<file path="src/rtl/rv32i_pkg.sv">
// Shared RV32I decode definitions: opcodes, instruction formats, ALU operation codes
// and the default bubble instruction.
package rv32i_pkg;

    localparam logic [31:0] NOP_INST_DEFAULT = 32'h00000013;

    localparam logic [6:0] OP_LUI    = 7'b0110111;
    localparam logic [6:0] OP_AUIPC  = 7'b0010111;
    localparam logic [6:0] OP_JAL    = 7'b1101111;
    localparam logic [6:0] OP_JALR   = 7'b1100111;
    localparam logic [6:0] OP_BRANCH = 7'b1100011;
    localparam logic [6:0] OP_LOAD   = 7'b0000011;
    localparam logic [6:0] OP_STORE  = 7'b0100011;
    localparam logic [6:0] OP_IMM    = 7'b0010011;
    localparam logic [6:0] OP_REG    = 7'b0110011;
    localparam logic [6:0] OP_FENCE  = 7'b0001111;
    localparam logic [6:0] OP_SYSTEM = 7'b1110011;

    localparam logic [6:0] F7_BASE = 7'b0000000;
    localparam logic [6:0] F7_ALT  = 7'b0100000;
    localparam logic [6:0] F7_MUL  = 7'b0000001;

    typedef enum logic [2:0] {
        FMT_R = 3'd0,
        FMT_I = 3'd1,
        FMT_S = 3'd2,
        FMT_B = 3'd3,
        FMT_U = 3'd4,
        FMT_J = 3'd5
    } fmt_e;

    typedef enum logic [4:0] {
        ALU_ADD    = 5'd0,
        ALU_SUB    = 5'd1,
        ALU_SLL    = 5'd2,
        ALU_SLT    = 5'd3,
        ALU_SLTU   = 5'd4,
        ALU_XOR    = 5'd5,
        ALU_SRL    = 5'd6,
        ALU_SRA    = 5'd7,
        ALU_OR     = 5'd8,
        ALU_AND    = 5'd9,
        ALU_PASSB  = 5'd10,
        ALU_MUL    = 5'd11,
        ALU_MULH   = 5'd12,
        ALU_MULHSU = 5'd13,
        ALU_MULHU  = 5'd14,
        ALU_DIV    = 5'd15,
        ALU_DIVU   = 5'd16,
        ALU_REM    = 5'd17,
        ALU_REMU   = 5'd18
    } alu_op_e;

endpackage

</file>
<file path="src/rtl/decode_imm_gen.sv">
// Combinational immediate generator: sign-extended immediate for the given format.
module imm_gen
    import rv32i_pkg::*;
(
    input  logic [31:7] inst_i,
    input  logic [2:0]  fmt_i,
    output logic [31:0] imm_o
);

    always_comb begin
        imm_o = '0;
        case (fmt_i)
            FMT_I: imm_o = {{20{inst_i[31]}}, inst_i[31:20]};
            FMT_S: imm_o = {{20{inst_i[31]}}, inst_i[31:25], inst_i[11:7]};
            FMT_B: imm_o = {{19{inst_i[31]}}, inst_i[31], inst_i[7], inst_i[30:25], inst_i[11:8], 1'b0};
            FMT_U: imm_o = {inst_i[31:12], 12'b0};
            FMT_J: imm_o = {{11{inst_i[31]}}, inst_i[31], inst_i[19:12], inst_i[20], inst_i[30:21], 1'b0};
            default: imm_o = '0;
        endcase
    end

endmodule

</file>
<file path="src/rtl/decode.sv">
// RV32I decode stage: one-deep stage register with stall, flush and load-use hazard bubble.
// Define RV32M_EN to decode the M-extension multiply/divide encodings.
module decode
    import rv32i_pkg::*;
#(
    parameter logic [31:0] NOP_INST = NOP_INST_DEFAULT
) (
    input  logic        clk,
    input  logic        rst_n,
    input  logic [31:0] inst,
    input  logic [31:0] pc,
    input  logic        decode_pipeline_ctl_in,
    input  logic        stall,
    input  logic        flush,
    input  logic [4:0]  ex_rd,
    input  logic        ex_mem_re,
    output logic        fetch_ready,
    output logic        decode_pipeline_ctl_out,
    output logic [31:0] pc_out,
    output logic [4:0]  rs1,
    output logic [4:0]  rs2,
    output logic [4:0]  rd,
    output logic [31:0] imm,
    output logic [4:0]  alu_op,
    output logic [2:0]  funct3,
    output logic        rd_we,
    output logic        mem_re,
    output logic        mem_we,
    output logic        is_branch,
    output logic        is_jal,
    output logic        is_jalr,
    output logic        illegal
);

    logic [31:0] inst_q, inst_d;
    logic [31:0] pc_q, pc_d;
    logic        valid_q, valid_d;

    logic [6:0] opcode;
    logic [2:0] f3;
    logic [6:0] f7;
    fmt_e       fmt;
    alu_op_e    alu;
    logic       we_raw, re_raw, wr_raw, ill;
    logic       hazard;

    assign opcode = inst_q[6:0];
    assign f3     = inst_q[14:12];
    assign f7     = inst_q[31:25];

    always_comb begin
        fmt       = FMT_R;
        alu       = ALU_ADD;
        we_raw    = 1'b0;
        re_raw    = 1'b0;
        wr_raw    = 1'b0;
        is_branch = 1'b0;
        is_jal    = 1'b0;
        is_jalr   = 1'b0;
        ill       = 1'b0;
        if (opcode[1:0] != 2'b11) begin
            ill = 1'b1;
        end else begin
            case (opcode)
                OP_LUI:   begin fmt = FMT_U; alu = ALU_PASSB; we_raw = 1'b1; end
                OP_AUIPC: begin fmt = FMT_U; we_raw = 1'b1; end
                OP_JAL:   begin fmt = FMT_J; we_raw = 1'b1; is_jal = 1'b1; end
                OP_JALR: begin
                    fmt = FMT_I; we_raw = 1'b1; is_jalr = 1'b1;
                    ill = (f3 != 3'd0);
                end
                OP_BRANCH: begin
                    fmt = FMT_B; alu = ALU_SUB; is_branch = 1'b1;
                    ill = (f3 == 3'd2) || (f3 == 3'd3);
                end
                OP_LOAD: begin
                    fmt = FMT_I; re_raw = 1'b1; we_raw = 1'b1;
                    ill = (f3 == 3'd3) || (f3 == 3'd6) || (f3 == 3'd7);
                end
                OP_STORE: begin
                    fmt = FMT_S; wr_raw = 1'b1;
                    ill = (f3 > 3'd2);
                end
                OP_IMM: begin
                    fmt = FMT_I; we_raw = 1'b1;
                    case (f3)
                        3'd0: alu = ALU_ADD;
                        3'd1: begin alu = ALU_SLL; ill = (f7 != F7_BASE); end
                        3'd2: alu = ALU_SLT;
                        3'd3: alu = ALU_SLTU;
                        3'd4: alu = ALU_XOR;
                        3'd5: begin
                            alu = (f7 == F7_ALT) ? ALU_SRA : ALU_SRL;
                            ill = (f7 != F7_BASE) && (f7 != F7_ALT);
                        end
                        3'd6: alu = ALU_OR;
                        default: alu = ALU_AND;
                    endcase
                end
                OP_REG: begin
                    fmt = FMT_R; we_raw = 1'b1;
                    if (f7 == F7_BASE) begin
                        case (f3)
                            3'd0: alu = ALU_ADD;
                            3'd1: alu = ALU_SLL;
                            3'd2: alu = ALU_SLT;
                            3'd3: alu = ALU_SLTU;
                            3'd4: alu = ALU_XOR;
                            3'd5: alu = ALU_SRL;
                            3'd6: alu = ALU_OR;
                            default: alu = ALU_AND;
                        endcase
                    end else if (f7 == F7_ALT) begin
                        if (f3 == 3'd0)      alu = ALU_SUB;
                        else if (f3 == 3'd5) alu = ALU_SRA;
                        else                 ill = 1'b1;
                    end else if (f7 == F7_MUL) begin
`ifdef RV32M_EN
                        case (f3)
                            3'd0: alu = ALU_MUL;
                            3'd1: alu = ALU_MULH;
                            3'd2: alu = ALU_MULHSU;
                            3'd3: alu = ALU_MULHU;
                            3'd4: alu = ALU_DIV;
                            3'd5: alu = ALU_DIVU;
                            3'd6: alu = ALU_REM;
                            default: alu = ALU_REMU;
                        endcase
`else
                        ill = 1'b1;
`endif
                    end else begin
                        ill = 1'b1;
                    end
                end
                OP_FENCE: begin
                    fmt = FMT_I;
                    ill = (f3 > 3'd1);
                end
                OP_SYSTEM: begin
                    // Only ECALL/EBREAK are accepted; CSR access is outside the base set.
                    fmt = FMT_I;
                    ill = (inst_q != 32'h00000073) && (inst_q != 32'h00100073);
                end
                default: ill = 1'b1;
            endcase
        end
    end

    imm_gen u_imm_gen (
        .inst_i (inst_q[31:7]),
        .fmt_i  (fmt),
        .imm_o  (imm)
    );

    assign rs1     = inst_q[19:15];
    assign rs2     = inst_q[24:20];
    assign rd      = inst_q[11:7];
    assign funct3  = f3;
    assign alu_op  = alu;
    assign pc_out  = pc_q;
    assign illegal = ill;
    assign rd_we   = we_raw & ~ill & (rd != 5'd0);
    assign mem_re  = re_raw & ~ill;
    assign mem_we  = wr_raw & ~ill;

    // Load-use check only looks at the source fields the held format actually reads.
    assign hazard = valid_q & ex_mem_re & (ex_rd != 5'd0) &
                    ((((fmt == FMT_R) || (fmt == FMT_I) || (fmt == FMT_S) || (fmt == FMT_B)) && (ex_rd == rs1)) ||
                     (((fmt == FMT_R) || (fmt == FMT_S) || (fmt == FMT_B)) && (ex_rd == rs2)));

    assign fetch_ready             = ~(stall | hazard);
    assign decode_pipeline_ctl_out = valid_q & ~hazard;

    always_comb begin
        inst_d  = inst_q;
        pc_d    = pc_q;
        valid_d = valid_q;
        if (flush) begin
            inst_d  = NOP_INST;
            valid_d = 1'b0;
        end else if (fetch_ready) begin
            inst_d  = inst;
            pc_d    = pc;
            valid_d = decode_pipeline_ctl_in;
        end
    end

    always_ff @(posedge clk or negedge rst_n) begin
        if (!rst_n) begin
            inst_q  <= NOP_INST;
            pc_q    <= '0;
            valid_q <= 1'b0;
        end else begin
            inst_q  <= inst_d;
            pc_q    <= pc_d;
            valid_q <= valid_d;
        end
    end

endmodule

</file>
<file path="config.mk">
export PLATFORM = sky130hd
export DESIGN_NAME = decode
export DESIGN_NICKNAME = d
export VERILOG_FILES = /design/src/rtl/rv32i_pkg.sv /design/src/rtl/decode_imm_gen.sv /design/src/rtl/decode.sv
export SDC_FILE = /design/constraint.sdc
export NUM_CORES = 1
export LEC_CHECK = 0
export BUFFER_PORTS_ARGS = -buffer_cell sky130_fd_sc_hd__buf_2
export CORE_MARGIN = 1
export CORE_UTILIZATION = 35
export DETAILED_ROUTE_END_ITERATION = 8
export GPL_TIMING_DRIVEN = 0
export HOLD_SLACK_MARGIN = 0.03
export PLACE_DENSITY = 0.65
export REMOVE_ABC_BUFFERS = 1
export SLEW_MARGIN = 20
export SYNTH_ARGS = -nofsm -noshare
export SYNTH_HDL_FRONTEND = slang
export SYNTH_HIERARCHICAL = 1
export SYNTH_SLANG_ARGS = --single-unit
</file>
<file path="constraint.sdc">
create_clock -name clk -period 5.6 [get_ports clk]
set_input_delay 0.28 -clock clk [delete_from_list [all_inputs] [get_ports clk]]
set_output_delay 0.28 -clock clk [all_outputs]
set_load 0.1 [all_outputs]
</file>
==> flow_metrics.py, run 1 <==
metrics = {
    "pwr": {
        "power.internal_mw": 1.13,
        "seqPwrFrac_pct": 28.4,
        "cellLeakagePower_nw": 2.82,
        "p_clk_share_pct": 29.5,
        "combinationalPowerShare_pct": 42.1,
        "fin_total_pwr_mw": 2.09,
        "ir_drop_uv": 292,
        "p_per_area_nw_per_um2": 377,
        "switching_power_mw": 0.953,
        "swShare_pct": 45.7,
    },
    "grt": {
        "grt_pass1_vias": 3601,
        "grt_max_degree": 69,
        "grt_pass1_wl_um": 18700,
        "antenna_found_initial": 0,
        "use_met2_pct": 31.9,
        "grtUsageMet3_pct": 6.91,
        "busiest_layer": "met2",
        "grt_use_met1_pct": 22.2,
        "grt.overflow.total": 0,
        "grt.total_usage_pct": 18.9,
    },
    "setup_path": {
        "arrival_ps": 3400,
        "crit_type": "flip-flop to output pin",
        "crit_fanout": 16,
        "critPathCaptureType": "output pin",
        "required_ps": 5320,
        "start_kind": "flip-flop",
    },
    "final_layout": {
        "final_cell_mix": "168 x buf_2, 67 x nand2b_1, 62 x dfrtp_1, 33 x mux2i_1, 30 x mux2_4",
        "drive_above_1_share_pct": 41.4,
        "diodes": 0,
        "layout.cells.non_filler": 736,
        "fill_cells": 1144,
        "final_common_cell": "buf_2",
        "fin_nets": 638,
        "area_growth_pct": 26.9,
    },
    "sta": {
        "rsz0062_at_grt": "no",
        "fin_crit_ps": 3680,
        "worst_pin_slew_ps": 920,
        "whs_ps": 164,
        "report.final.setup_viol": 0,
        "hold_viol": 0,
        "fin_skew_ps": 8.43,
        "finalCritPeriodShare_pct": 65.8,
        "fmax_mhz": 271,
        "max-slew-margin-rel_pct": 38.7,
        "timing.final.ws_setup_ps": 1920,
        "slew_violations": 0,
        "setup-tns-final_ps": 0,
    },
    "logic_synthesis": {
        "async_flop_share_pct": 100,
        "ys_seq_elements": 65,
        "synth.avg_cell_area_um2": 10.2,
        "netlist_instances": 427,
        "ys.flop_type": "dfrtp_1",
        "synth_edf_count": 0,
        "yosysSeqAreaShare_pct": 37.3,
        "ys_warn_count": 6,
        "ys_types": 64,
        "synth_area_um2": 4370,
    },
    "clock_tree": {
        "cts.reportedPaths.clkPinSlew_ps": 60,
        "tritoncts": "built",
        "ctsHoldBuffers": 1,
        "root_buffer": "clkbuf_16",
        "cts_max_level": 3,
        "postCtsSetupBuffers": 0,
        "cts_buffers": 9,
        "cts_buffer_depth": 2,
        "clkLatencyLatePin_ps": 340,
        "clkSinkCount": 65,
        "postCtsResizedCells": 0,
    },
    "detailed_routing": {
        "vias": 3615,
        "drt-initial-drc-count": 167,
        "firstDrtPassIters": 4,
        "post-route-drc-count": 0,
        "drt-vias-per-instance": 4.91,
        "wl_per_cell_um": 15.9,
        "drt-total-wl_um": 11700,
        "ant_nets": 0,
    },
    "die": {
        "initial_utilization_pct": 36.2,
        "coreArea_um2": 12100,
        "row_count": 40,
        "ios": 171,
        "die_h_um": 114,
        "die_w_um": 114,
        "dieArea_um2": 12900,
    },
    "placed_design": {
        "gp_congestion": 0.866,
        "hpwl_um": 8630,
        "pre_cts_slack_ps": 2090,
        "place_inst": 719,
        "io_buffer_count": 169,
    },
    "run": {
        "maxCapViolations": 0,
    },
    "outcome": {
        "status": "complete, no violations",
    },
    "worst_hold_path": {
        "hp-class": "primary input to flip-flop",
    },
}
-- kinds of logic (layout without fill, tap and decap cells) --
kind of cell              Yosys count  count (layout)  synth area share, %
xor gates and xnor gates           13              13                 2.61
buffers and inverters              54             195                 7.91
and+or+nand+nor                   163             163                 22.0
DFF                                65              65                 37.3
muxes                              65              65                 18.4
other                               1               1               0.0859
AOI/OAI and AO/OA                  66              66                 11.6
-- critical path, cell delays in order (launching register included) --
cell     delay, ps
dfstp_2        630
or3b_1         360
a21oi_1        690
nor2_1         280
o22ai_4        420
buf_16         220
buf_2          440
-- metrics by stage --
| step | instance area [um^2] | utilization [%] |
|---|---|---|
| 5_1_grt | 5540 | 45.9 |
| 4_1_cts | 5540 | 45.9 |
| 2_1_floorplan | 4040 | - |
| 6_report | 5540 | 45.9 |
| 3_3_place_gp | 5090 | 42.2 |
| 3_5_place_dp | 5200 | 43.2 |
-- state kept, by name, summed over array words and instances (netlist names) --
register and count:
inst_q 32, pc_out 32, valid_q 1
-- synthesized netlist by cell type (all sizes together), types with 2 or more instances --
master,count,area [um^2]
a31oi,2,12.5
xnor2,9,78.8
o21bai,2,15.0
nand3,6,42.5
a2bb2oi,2,17.5
nor4,5,31.3
dfstp,3,78.8
nor3b,3,32.5
o21a,4,30.0
nand2,21,78.8
clkbuf,17,66.3
nor2b,5,41.3
nor2,24,90.1
and2,8,50.1
a21o,8,60.1
o21ai,17,85.1
nor3,7,35.0
o32ai,3,45.1
a31o,2,17.5
o211ai,3,22.5
or4,2,15.0
a2111oi,2,55.1
dfrtp,62,1550
nand3b,2,15.0
buf,33,264
mux2i,33,330
nand2b,67,419
mux2,32,473
xor2,4,35.0
or2,2,12.5
o22ai,2,12.5
a22o,3,26.3
inv,4,15.0
a21oi,8,40.0
-- power groups by stage --
stage | clock, mW | sequential (mW) | combinational (mW)
3_3_place_gp | 0 | 0.597 | 0.871
3_5_place_dp | 0 | 0.597 | 0.884
2_1_floorplan | 0 | 0.935 | 0.371
4_1_cts | 0.631 | 0.593 | 0.884
5_1_grt | 0.651 | 0.603 | 0.914
6_report | 0.615 | 0.593 | 0.879
-- area by class of cell --
| type | count | area, um^2 | area share [%] |
|---|---|---|---|
| clock buffer | 12 | 246 | 4.45 |
| clock inverter | 4 | 76.3 | 1.38 |
| inverter | 4 | 15.0 | 0.271 |
| multi-input combinational | 308 | 2400 | 43.4 |
| sequential | 65 | 1630 | 29.4 |
| tap | 168 | 210 | 3.80 |
| timing repair buffer | 175 | 956 | 17.3 |
-- per-layer routing --
metal / vias to the layer above / part of all wire [%]
met5: - / 0
met4: 0 / 1.1
met3: 8 / 7.9
met2: 144 / 48
met1: 1733 / 43
li1: 1730 / -
-- path summary, 6_finish.rpt --
path                            start          end  slack (ps)  cells past startpoint
max                         inst_q[4]  fetch_ready        1920                      6
min                            pc[29]   pc_out[29]         160                      2
max reg2reg                 inst_q[4]    pc_out[2]        2110                      7
min reg2reg                pc_out[11]   pc_out[11]         510                      1
max in group asynchronous       rst_n   pc_out[22]        4680                      3
min in group asynchronous       rst_n   inst_q[14]         390                      2
Power figures use the tool's default switching activity.
==> run 2, diff against run 1 <==
- clock period: 5.6 -> 3.8 ns (I/O delays scaled with it)
==> run 2 against run 1 <==
Clock skew grew 0.83 ps. Global-route usage is the same. Flip-flop and latch count is the same. Critical path type unchanged. Worst setup slack lost 1700 ps. Final cell count is the same. Die area is the same. Critical endpoint unchanged.
==> flow_metrics.py, run 2 (synthesis gave the netlist of run 1 again) <==
metrics = {
    "outcome": {
        "status": "complete, no violations",
    },
    "sta": {
        "timing.final.ws_setup_ps": 227,
        "rsz0062_at_grt": "no",
        "report.final.setup_viol": 0,
        "finalCritPeriodShare_pct": 94.0,
        "worst_pin_slew_ps": 925,
        "slew_violations": 0,
        "fin_skew_ps": 9.26,
        "fmax_mhz": 280,
        "hold_viol": 0,
        "max-slew-margin-rel_pct": 38.3,
        "fin_crit_ps": 3570,
    },
    "clock_tree": {
        "clkLatencyLatePin_ps": 340,
        "clkSinkCount": 65,
        "cts_buffer_depth": 2,
        "cts_buffers": 9,
        "cts.reportedPaths.clkPinSlew_ps": 60,
        "postCtsSetupBuffers": 0,
        "cts_max_level": 3,
        "root_buffer": "clkbuf_16",
        "tritoncts": "built",
    },
    "pwr": {
        "cellLeakagePower_nw": 2.82,
        "fin_total_pwr_mw": 3.08,
        "p_per_area_nw_per_um2": 555,
        "ir_drop_uv": 430,
    },
    "final_layout": {
        "regArea_um2": 1630,
        "layout.cells.non_filler": 736,
        "diodes": 0,
        "fin_nets": 638,
        "final_common_cell": "buf_2",
        "final_cell_mix": "168 x buf_2, 67 x nand2b_1, 62 x dfrtp_1, 33 x mux2i_1, 30 x mux2_4",
        "drive_above_1_share_pct": 41.5,
        "utilization_pct": 45.9,
        "area_growth_pct": 26.9,
        "fill_cells": 1146,
        "multiInputGateArea_um2": 2410,
    },
    "placed_design": {
        "io_buffer_count": 169,
        "hpwl_um": 8630,
        "gp_congestion": 0.866,
        "place_inst": 719,
        "pre_cts_slack_ps": 287,
    },
    "setup_path": {
        "arrival_ps": 3380,
        "start_kind": "flip-flop",
        "cp_cell_sequence": "or3b_1 -> a21oi_1 -> nor2_1 -> o22ai_4 -> buf_16 -> buf_2",
        "crit_type": "flip-flop to output pin",
        "crit_slowest_cell": "a21oi_1",
        "critPathCaptureType": "output pin",
        "slowest_delay_ps": 680,
        "r2r_slack_ps": 340,
        "crit_fanout": 16,
        "cp_top_family": "compound AO/OA/AOI/OAI gates",
        "path_buf_inv": 2,
        "required_ps": 3610,
    },
    "die": {
        "coreArea_um2": 12100,
        "ios": 171,
        "dieArea_um2": 12900,
        "initial_utilization_pct": 36.2,
        "row_count": 40,
        "die_w_um": 114,
        "die_h_um": 114,
    },
    "grt": {
        "grt.overflow.total": 0,
        "antenna_found_initial": 0,
        "grt.total_usage_pct": 18.9,
        "grt_max_degree": 69,
        "grt_pass1_vias": 3601,
        "grt_pass1_wl_um": 18700,
    },
    "detailed_routing": {
        "firstDrtPassIters": 4,
        "drt-vias-per-instance": 4.94,
        "post-route-drc-count": 0,
        "vias": 3635,
        "wl_per_cell_um": 15.8,
        "drt-total-wl_um": 11600,
        "ant_nets": 0,
        "drt-initial-drc-count": 181,
    },
    "run": {
        "maxCapViolations": 0,
    },
    "worst_hold_path": {
        "hp-class": "primary input to flip-flop",
    },
}
run 2: cell counts in the layout (fill, tap and decap cells not counted):
No cell type changed its count.
run 2: worst register-to-register path: cells and delay by family, from the launching register on:
family | cells | cell delay, ps
buffers and inverters | 2 | 520
muxes | 1 | 320
and+or+nand+nor | 2 | 640
DFF | 1 | 630
AOI/OAI and AO/OA | 2 | 1250
run 2: cell type report:
class / instances / share of cell area (%)
clock inverter: 4 / 1.38
sequential: 65 / 29.4
clock buffer: 12 / 4.45
multi-input combinational: 308 / 43.4
timing repair buffer: 175 / 17.2
inverter: 4 / 0.271
tap: 168 / 3.79
run 2: repair_timing:
action / in CTS / in global routing
hold buffers: 1 / 0
setup endpoints to repair: 0 / 2
resized for setup: 0 / 1
endpoints found under the hold margin: 21 / 0
run 2: final timing paths:
kind / startpoint / endpoint / cells past startpoint
max: inst_q[4] / fetch_ready / 6
min: pc[29] / pc_out[29] / 2
max reg2reg: inst_q[4] / pc_out[2] / 7
min reg2reg: pc_out[11] / pc_out[11] / 1
max in group asynchronous: rst_n / pc_out[22] / 3
min in group asynchronous: rst_n / inst_q[14] / 2
run 2: power breakdown:
part	leakage (nW)	switching [mW]	internal, mW
logic	1.87	0.995	0.300
clock network	0.153	0.313	0.594
registers	0.798	0.0962	0.777
run 2: routing by layer:
metal  global-route usage [%]  vias to the layer above  part of all wire, %
met5                        0                        -                    0
met4                     6.49                        0                 0.96
met3                     6.91                        9                  8.2
met2                     31.9                      157                   48
met1                     22.2                     1739                   43
li1                         -                     1730                    -
run 2: metrics by stage:
stage	hold WS (ps)	instance area, um^2	setup TNS (ps)
finish	73.6	5540	0
global placement	420	5090	-73540
global route	68.0	5540	0
detailed placement	121	5200	0
floorplan	-106	4040	-70840
CTS	59.4	5540	0
